**src/rtl/fighter_action_ctrl_if.sv**
```systemverilog
// Pad-side and game-side signals of one player's action sequencer.
// The controller takes the slave view. Game logic or the bench takes the master view.
interface fighter_action_ctrl_if;
    logic       left_l;
    logic       right_l;
    logic       up_l;
    logic       down_l;
    logic       attack;
    logic       shield;
    logic       frame_tick;
    logic [2:0] state;
    logic       move_left;
    logic       move_right;
    logic       jump;
    logic       crouch;
    logic       hitbox_active;
    logic       shielding;
    logic       busy;

    modport slave (
        input  left_l, right_l, up_l, down_l, attack, shield,
        output frame_tick, state, move_left, move_right, jump, crouch,
               hitbox_active, shielding, busy
    );

    modport master (
        output left_l, right_l, up_l, down_l, attack, shield,
        input  frame_tick, state, move_left, move_right, jump, crouch,
               hitbox_active, shielding, busy
    );
endinterface

```
**src/rtl/fighter_action_ctrl.sv**
```systemverilog
// Per-player action sequencer. It synchronises the pad, derives the frame tick and
// sequences attack phases, shield hold/cooldown and movement on frame boundaries.
module fighter_action_ctrl #(
    parameter int TICK_DIV    = 1666667,
    parameter int ATK_STARTUP = 3,
    parameter int ATK_ACTIVE  = 4,
    parameter int ATK_RECOVER = 6,
    parameter int SHIELD_MAX  = 90,
    parameter int SHIELD_CD   = 60
) (
    input  logic                  clk,
    input  logic                  reset_n,
    fighter_action_ctrl_if.slave  pad
);
    typedef enum logic [2:0] {
        S_IDLE        = 3'd0,
        S_MOVE        = 3'd1,
        S_ATK_START   = 3'd2,
        S_ATK_ACTIVE  = 3'd3,
        S_ATK_RECOVER = 3'd4,
        S_SHIELD      = 3'd5,
        S_SHIELD_COOL = 3'd6,
        S_UNUSED      = 3'd7
    } state_t;

    localparam int DW    = $clog2(TICK_DIV);
    localparam int PM_A  = (ATK_STARTUP > ATK_ACTIVE) ? ATK_STARTUP : ATK_ACTIVE;
    localparam int PM_B  = (ATK_RECOVER > PM_A) ? ATK_RECOVER : PM_A;
    localparam int PM_C  = (SHIELD_MAX > PM_B) ? SHIELD_MAX : PM_B;
    localparam int PMAX  = (SHIELD_CD > PM_C) ? SHIELD_CD : PM_C;
    localparam int PW    = $clog2(PMAX + 1);

    state_t          state_q, state_d;
    logic [DW-1:0]   div_cnt;
    logic [PW-1:0]   pcnt;
    logic [5:0]      sync1, sync2, raw;
    logic            atk_prev, atk_req, atk_edge;
    logic            tick, shield_s, any_dir, idle_like, req_clr;
    logic [3:0]      dir_res, dir_q;

    // Bit order: left, right, up, down, attack, shield. Directions become active-high here.
    assign raw = {~pad.left_l, ~pad.right_l, ~pad.up_l, ~pad.down_l, pad.attack, pad.shield};

    always_ff @(posedge clk) begin
        if (!reset_n) begin
            sync1    <= '0;
            sync2    <= '0;
            atk_prev <= 1'b0;
        end else begin
            sync1    <= raw;
            sync2    <= sync1;
            atk_prev <= sync2[1];
        end
    end

    assign atk_edge = sync2[1] & ~atk_prev;
    assign shield_s = sync2[0];
    assign dir_res  = {sync2[5] & ~sync2[4], sync2[4] & ~sync2[5],
                       sync2[3] & ~sync2[2], sync2[2] & ~sync2[3]};
    assign any_dir  = |dir_res;

    assign tick = (div_cnt == DW'(TICK_DIV - 1));

    always_ff @(posedge clk) begin
        if (!reset_n)  div_cnt <= '0;
        else if (tick) div_cnt <= '0;
        else           div_cnt <= div_cnt + 1'b1;
    end

    always_ff @(posedge clk) begin
        if (!reset_n) state_q <= S_IDLE;
        else          state_q <= state_d;
    end

    always_comb begin
        state_d = state_q;
        if (state_q == S_UNUSED) begin
            state_d = S_IDLE;
        end else if (tick) begin
            case (state_q)
                S_IDLE, S_MOVE: begin
                    if (atk_req)       state_d = S_ATK_START;
                    else if (shield_s) state_d = S_SHIELD;
                    else if (any_dir)  state_d = S_MOVE;
                    else               state_d = S_IDLE;
                end
                S_ATK_START:   if (pcnt == PW'(ATK_STARTUP - 1)) state_d = S_ATK_ACTIVE;
                S_ATK_ACTIVE:  if (pcnt == PW'(ATK_ACTIVE - 1))  state_d = S_ATK_RECOVER;
                S_ATK_RECOVER: if (pcnt == PW'(ATK_RECOVER - 1)) state_d = S_IDLE;
                S_SHIELD:      if (!shield_s || pcnt == PW'(SHIELD_MAX - 1)) state_d = S_SHIELD_COOL;
                S_SHIELD_COOL: if (pcnt == PW'(SHIELD_CD - 1))   state_d = S_IDLE;
                default:       state_d = S_IDLE;
            endcase
        end
    end

    assign idle_like = (state_q == S_IDLE) || (state_q == S_MOVE);
    // Busy states never carry a press past a frame boundary.
    assign req_clr   = tick && (idle_like ? (state_d == S_ATK_START) : 1'b1);

    always_ff @(posedge clk) begin
        if (!reset_n) begin
            pcnt    <= '0;
            dir_q   <= '0;
            atk_req <= 1'b0;
        end else begin
            if (state_d != state_q) pcnt <= '0;
            else if (tick)          pcnt <= pcnt + 1'b1;
            if (tick)               dir_q <= (state_d == S_MOVE) ? dir_res : 4'b0;
            if (req_clr)            atk_req <= 1'b0;
            else if (atk_edge)      atk_req <= 1'b1;
        end
    end

    assign pad.frame_tick    = tick;
    assign pad.state         = state_q;
    assign pad.move_left     = (state_q == S_MOVE) & dir_q[3];
    assign pad.move_right    = (state_q == S_MOVE) & dir_q[2];
    assign pad.jump          = (state_q == S_MOVE) & dir_q[1];
    assign pad.crouch        = (state_q == S_MOVE) & dir_q[0];
    assign pad.hitbox_active = (state_q == S_ATK_ACTIVE);
    assign pad.shielding     = (state_q == S_SHIELD);
    assign pad.busy          = (state_q >= S_ATK_START) && (state_q <= S_SHIELD_COOL);
endmodule

```
**src/flat_wrapper.sv**
```systemverilog
// flat-port wrapper written by rule: the top's interface ports become plain ports
module fighter_action_ctrl_flat 
#(
    parameter int TICK_DIV    = 1666667,
    parameter int ATK_STARTUP = 3,
    parameter int ATK_ACTIVE  = 4,
    parameter int ATK_RECOVER = 6,
    parameter int SHIELD_MAX  = 90,
    parameter int SHIELD_CD   = 60
)
  (clk, reset_n, pad_left_l, pad_right_l, pad_up_l, pad_down_l, pad_attack, pad_shield, pad_frame_tick, pad_state, pad_move_left, pad_move_right, pad_jump, pad_crouch, pad_hitbox_active, pad_shielding, pad_busy);
  fighter_action_ctrl_if pad_i ();
  input  logic clk;
  input  logic reset_n;
  input wire logic [$bits(pad_i.left_l)-1:0] pad_left_l;
  input wire logic [$bits(pad_i.right_l)-1:0] pad_right_l;
  input wire logic [$bits(pad_i.up_l)-1:0] pad_up_l;
  input wire logic [$bits(pad_i.down_l)-1:0] pad_down_l;
  input wire logic [$bits(pad_i.attack)-1:0] pad_attack;
  input wire logic [$bits(pad_i.shield)-1:0] pad_shield;
  output wire logic [$bits(pad_i.frame_tick)-1:0] pad_frame_tick;
  output wire logic [$bits(pad_i.state)-1:0] pad_state;
  output wire logic [$bits(pad_i.move_left)-1:0] pad_move_left;
  output wire logic [$bits(pad_i.move_right)-1:0] pad_move_right;
  output wire logic [$bits(pad_i.jump)-1:0] pad_jump;
  output wire logic [$bits(pad_i.crouch)-1:0] pad_crouch;
  output wire logic [$bits(pad_i.hitbox_active)-1:0] pad_hitbox_active;
  output wire logic [$bits(pad_i.shielding)-1:0] pad_shielding;
  output wire logic [$bits(pad_i.busy)-1:0] pad_busy;
  assign pad_i.left_l = pad_left_l;
  assign pad_i.right_l = pad_right_l;
  assign pad_i.up_l = pad_up_l;
  assign pad_i.down_l = pad_down_l;
  assign pad_i.attack = pad_attack;
  assign pad_i.shield = pad_shield;
  assign pad_frame_tick = pad_i.frame_tick;
  assign pad_state = pad_i.state;
  assign pad_move_left = pad_i.move_left;
  assign pad_move_right = pad_i.move_right;
  assign pad_jump = pad_i.jump;
  assign pad_crouch = pad_i.crouch;
  assign pad_hitbox_active = pad_i.hitbox_active;
  assign pad_shielding = pad_i.shielding;
  assign pad_busy = pad_i.busy;
  fighter_action_ctrl #(.TICK_DIV(TICK_DIV), .ATK_STARTUP(ATK_STARTUP), .ATK_ACTIVE(ATK_ACTIVE), .ATK_RECOVER(ATK_RECOVER), .SHIELD_MAX(SHIELD_MAX), .SHIELD_CD(SHIELD_CD)) u_core (.clk(clk), .reset_n(reset_n), .pad(pad_i));
endmodule
```
**config.mk**
```make
export PLATFORM = sky130hd
export DESIGN_NAME = fighter_action_ctrl_flat
export DESIGN_NICKNAME = d
export VERILOG_FILES = /design/src/rtl/fighter_action_ctrl_if.sv /design/src/rtl/fighter_action_ctrl.sv /design/src/flat_wrapper.sv
export SDC_FILE = /design/constraint.sdc
export NUM_CORES = 1
export LEC_CHECK = 0
export ABC_AREA = 0
export CAP_MARGIN = 20
export CORE_MARGIN = 2
export CORE_UTILIZATION = 50
export DETAILED_ROUTE_END_ITERATION = 16
export GPL_TIMING_DRIVEN = 1
export PLACE_DENSITY = 0.82
export SKIP_LAST_GASP = 1
export SYNTH_ARGS = -nofsm -noshare
export SYNTH_HDL_FRONTEND = slang
export SYNTH_SLANG_ARGS = --single-unit
```
**constraint.sdc**
```tcl
create_clock -name clk -period 3.1 [get_ports clk]
set_input_delay 0.31 -clock clk [delete_from_list [all_inputs] [get_ports clk]]
set_output_delay 0.31 -clock clk [all_outputs]
set_load 0.005 [all_outputs]
```
==> flow_summary.yaml, run 1 <==
cts:
  cts_setup_buffers: 0
  root_buffer: "clkbuf_8"
  clk_latency_ps: 320
  h-tree-depth: 2
  cts_resized: 0
  cts_tree: "done"
  clock-sinks: 49
  cts_buffer_depth: 2
  cts_made_buffers: 5
  hold_buffers: 0
  path_clk_slew_ps: 100
finish:
  final_cell_mix: "49 x dfxtp_1, 33 x nor2_1, 21 x nand2_1"
  final_common_cell: "dfxtp_1"
  insertedDiodeCount: 0
  layout.nets: 304
  drive_gt1_share_pct: 5.23
  final_cells: 341
  syn_to_final_growth_pct: 12.5
  fill_cells: 434
  design_area_mm2: 0.00269
sta:
  layout_min_cycle_time_ps: 2840
  hold_viol: 0
  setup_ws_ps: 261
  rsz0062_at_grt: "no"
  fmax_mhz: 352
  period_share_pct: 91.6
  setup_viol: 0
  timing.slew.headroom_pct: 55.2
  tightestPinTransition_ps: 672
  drv_slew: 0
  final.setup.tns_ps: 0
  finalClockSkew_ps: 13.1
run_status:
  status: "complete, no violations"
worst_setup_path:
  cp-end-kind: "primary output"
  rrSetupSlack_ps: 540
  cp.arrival_ps: 2530
  cp_data_required_time_ps: 2790
  worst_r2r_path_depth: 8
  path_cells: "inv_1 -> ha_1 -> and4bb_2 -> nand4_1 -> or3_1 -> clkinv_8 -> clkdlybuf4s50_1"
  slowest_stage: "or3_1"
  crit_family: "simple AND/OR/NAND/NOR gates"
  critPathMaxFanout: 15
  critPathLaunchType: "flip-flop"
  cp.depth: 7
  path_class: "flip-flop to primary output"
  critPathMaxStageDelay_ps: 670
  r2r-end: "u_core.dir_q[2]$_SDFFE_PN0P_"
  critPathBufInv: 3
  r2r_start: "u_core.div_cnt[0]$_SDFF_PP0_"
grt:
  grtUsageTotal_pct: 19.3
  grt_max_degree: 22
  grt_remaining_overflow: 0
  antenna_found_initial: 0
  grt_pass1_wl_um: 8010
  grt_pass1_vias: 1922
floorplan:
  row_count: 25
  dieHeight_um: 73.1
  io_pins: 19
  core_area_mm2: 0.00466
  dieWidth_um: 73.1
  die_area_mm2: 0.00535
  initial_core_util_pct: 51.3
hold_path:
  hold_class: "flip-flop to flip-flop"
  holdPathEnd: "u_core.sync2[2]$_SDFF_PN0_"
  min-delay-start: "u_core.sync1[2]$_SDFF_PN0_"
  worstHoldPathCells: 1
placed_design:
  hpwl_um: 3250
  io_buffers: 18
  pre_cts_ws_ps: 543
  placed_cells: 333
  post_dp_cell_area_mm2: 0.00259
  gp_congestion: 0.921
synth:
  syn_nets: 288
  syn_inst: 270
  synth-seq-cells: 49
  yosysUniqueCellTypes: 42
  avgSynthCellArea_um2: 8.85
  ys_seq_area_share_pct: 41.0
  synth.yosys.warnings: 0
  synth_area_mm2: 0.00239
power_and_ir_drop:
  p_int_uw: 836
  swShare_pct: 25.5
  vdd_ir_drop_max_v: 0.000354
  combPwrFrac_pct: 5.0
  power_density_mw_per_mm2: 418
  p_leak_nw: 0.965
  switching_power_uw: 286
  seqPwrFrac_pct: 57.8
  clkPwrFrac_pct: 37.2
drt:
  wl_um: 4550
  routedWlPerCell_um: 13.3
  drcViolationCount: 0
  drt_pre_antenna_iters: 4
  viasPerCell: 5.68
  ant_nets: 0
  dr_total_vias: 1936
  drt_iter0_markers: 158
flow_run:
  cap_violations: 0
-- cells by family after synthesis --
logic type / Yosys count / share of synthesized area (%)
AOI/OAI and AO/OA: 40 / 12.3
xor gates and xnor gates: 22 / 8.06
adders and majority gates: 10 / 5.24
buffers and inverters: 21 / 4.40
DFF: 49 / 41.0
and+or+nand+nor: 128 / 29.0
-- registers in the layout, indices dropped and copies added, names as in the netlist --
signal            cells
u_core.atk_prev       1
u_core.sync1          6
u_core.div_cnt       21
u_core.pad.state      3
u_core.atk_req        1
u_core.pcnt           7
u_core.sync2          6
u_core.dir_q          4
-- worst register-to-register path: stages, from the launching register on --
cell and delay, ps:
dfxtp_1 410, inv_1 70, ha_1 190, and4bb_2 220
nand4_1 80, or3_1 540, o21ai_0 360, a2111oi_4 450
a22o_1 190
-- cell type report --
type	instances	area, µm²	share of cell area, %
Clock buffer	5	68.8	2.56
Clock inverter	3	28.8	1.07
Inverter	12	57.6	2.14
Multi-Input combinational cell	200	1300	48.5
Sequential cell	49	981	36.5
Tap cell	54	67.6	2.51
Timing Repair Buffer	18	180	6.70
-- synth_stat cells --
master	instances	area, µm²
o21ai_1	1	5.00
buf_4	1	7.51
o21ai_0	6	30.0
xnor2_1	11	96.3
clkbuf_1	5	18.8
a31oi_1	2	12.5
nor4_4	1	21.3
a2111oi_4	1	27.5
dfxtp_1	49	981
and4b_1	1	10.0
nand4bb_1	1	11.3
nor3_1	12	60.1
o211ai_1	2	15.0
nor2_1	33	124
o221ai_1	2	17.5
a221oi_1	1	8.76
a31oi_4	1	21.3
ha_1	10	125
nand3_1	11	55.1
nand2_1	21	78.8
nor2b_1	9	56.3
a311oi_1	1	8.76
xor2_1	11	96.3
buf_2	2	10.0
a22o_1	5	43.8
o21bai_1	2	15.0
o21a_1	1	7.51
inv_1	11	41.3
buf_6	1	11.3
nor4b_2	1	15.0
nand4b_1	2	17.5
nand4_1	7	43.8
and3_1	6	37.5
or3_1	2	12.5
and2_1	16	100
a21o_1	1	7.51
and4_1	2	17.5
clkinv_8	1	16.3
a211oi_1	1	7.51
nor3b_1	1	7.51
a21oi_1	13	65.1
and4bb_2	2	25.0
-- how the worst max path moves through the flow --
stage                                  from                      endpoint  slack [ps]
3_5_place_dp   u_core.div_cnt[0]$_SDFF_PP0_  u_core.dir_q[2]$_SDFFE_PN0P_         540
3_3_place_gp   u_core.div_cnt[0]$_SDFF_PP0_                pad_frame_tick         670
4_1_cts        u_core.div_cnt[0]$_SDFF_PP0_                pad_frame_tick         240
2_1_floorplan  u_core.div_cnt[0]$_SDFF_PP0_  u_core.dir_q[0]$_SDFFE_PN0P_        1020
6_report       u_core.div_cnt[0]$_SDFF_PP0_                pad_frame_tick         260
5_1_grt        u_core.div_cnt[0]$_SDFF_PP0_                pad_frame_tick         100
-- power by group through the flow --
stage          clock network [mW]  logic (mW)  registers, mW
6_report                    0.418      0.0561          0.649
5_1_grt                     0.445      0.0633          0.650
4_1_cts                     0.424      0.0571          0.649
3_5_place_dp                    0      0.0563          0.663
3_3_place_gp                    0      0.0541          0.662
2_1_floorplan                   0      0.0386          0.661
-- per-stage QoR --
stage,total power [mW],utilization (%),hold WS (ps)
2_1_floorplan,0.700,-,382
3_3_place_gp,0.716,55.6,414
3_5_place_dp,0.720,55.6,418
4_1_cts,1.13,57.7,444
5_1_grt,1.16,57.7,464
6_report,1.12,57.7,444
-- per-layer routing --
| layer | share of wire [%] | track usage [%] | wire length, µm | vias to the layer above |
|---|---|---|---|---|
| li1 | - | - | - | 959 |
| met1 | 45 | 22.2 | 2060 | 917 |
| met2 | 48 | 32.7 | 2190 | 46 |
| met3 | 3.7 | 3.73 | 169 | 14 |
| met4 | 2.9 | 12.1 | 133 | 0 |
| met5 | 0 | 0 | 0 | - |
Power figures use the tool's default switching activity.
==> run 2, diff against run 1 <==
--- a/config.mk
+++ b/config.mk
@@ -6,7 +6,7 @@
 export NUM_CORES = 1
 export LEC_CHECK = 0
 export ABC_AREA = 0
-export CAP_MARGIN = 20
+export CAP_MARGIN = 30
 export CORE_MARGIN = 2
 export CORE_UTILIZATION = 50
 export DETAILED_ROUTE_END_ITERATION = 16
==> results of run 2 <==
Same layout as run 1: the final DEF is identical, and so are final timing and power.
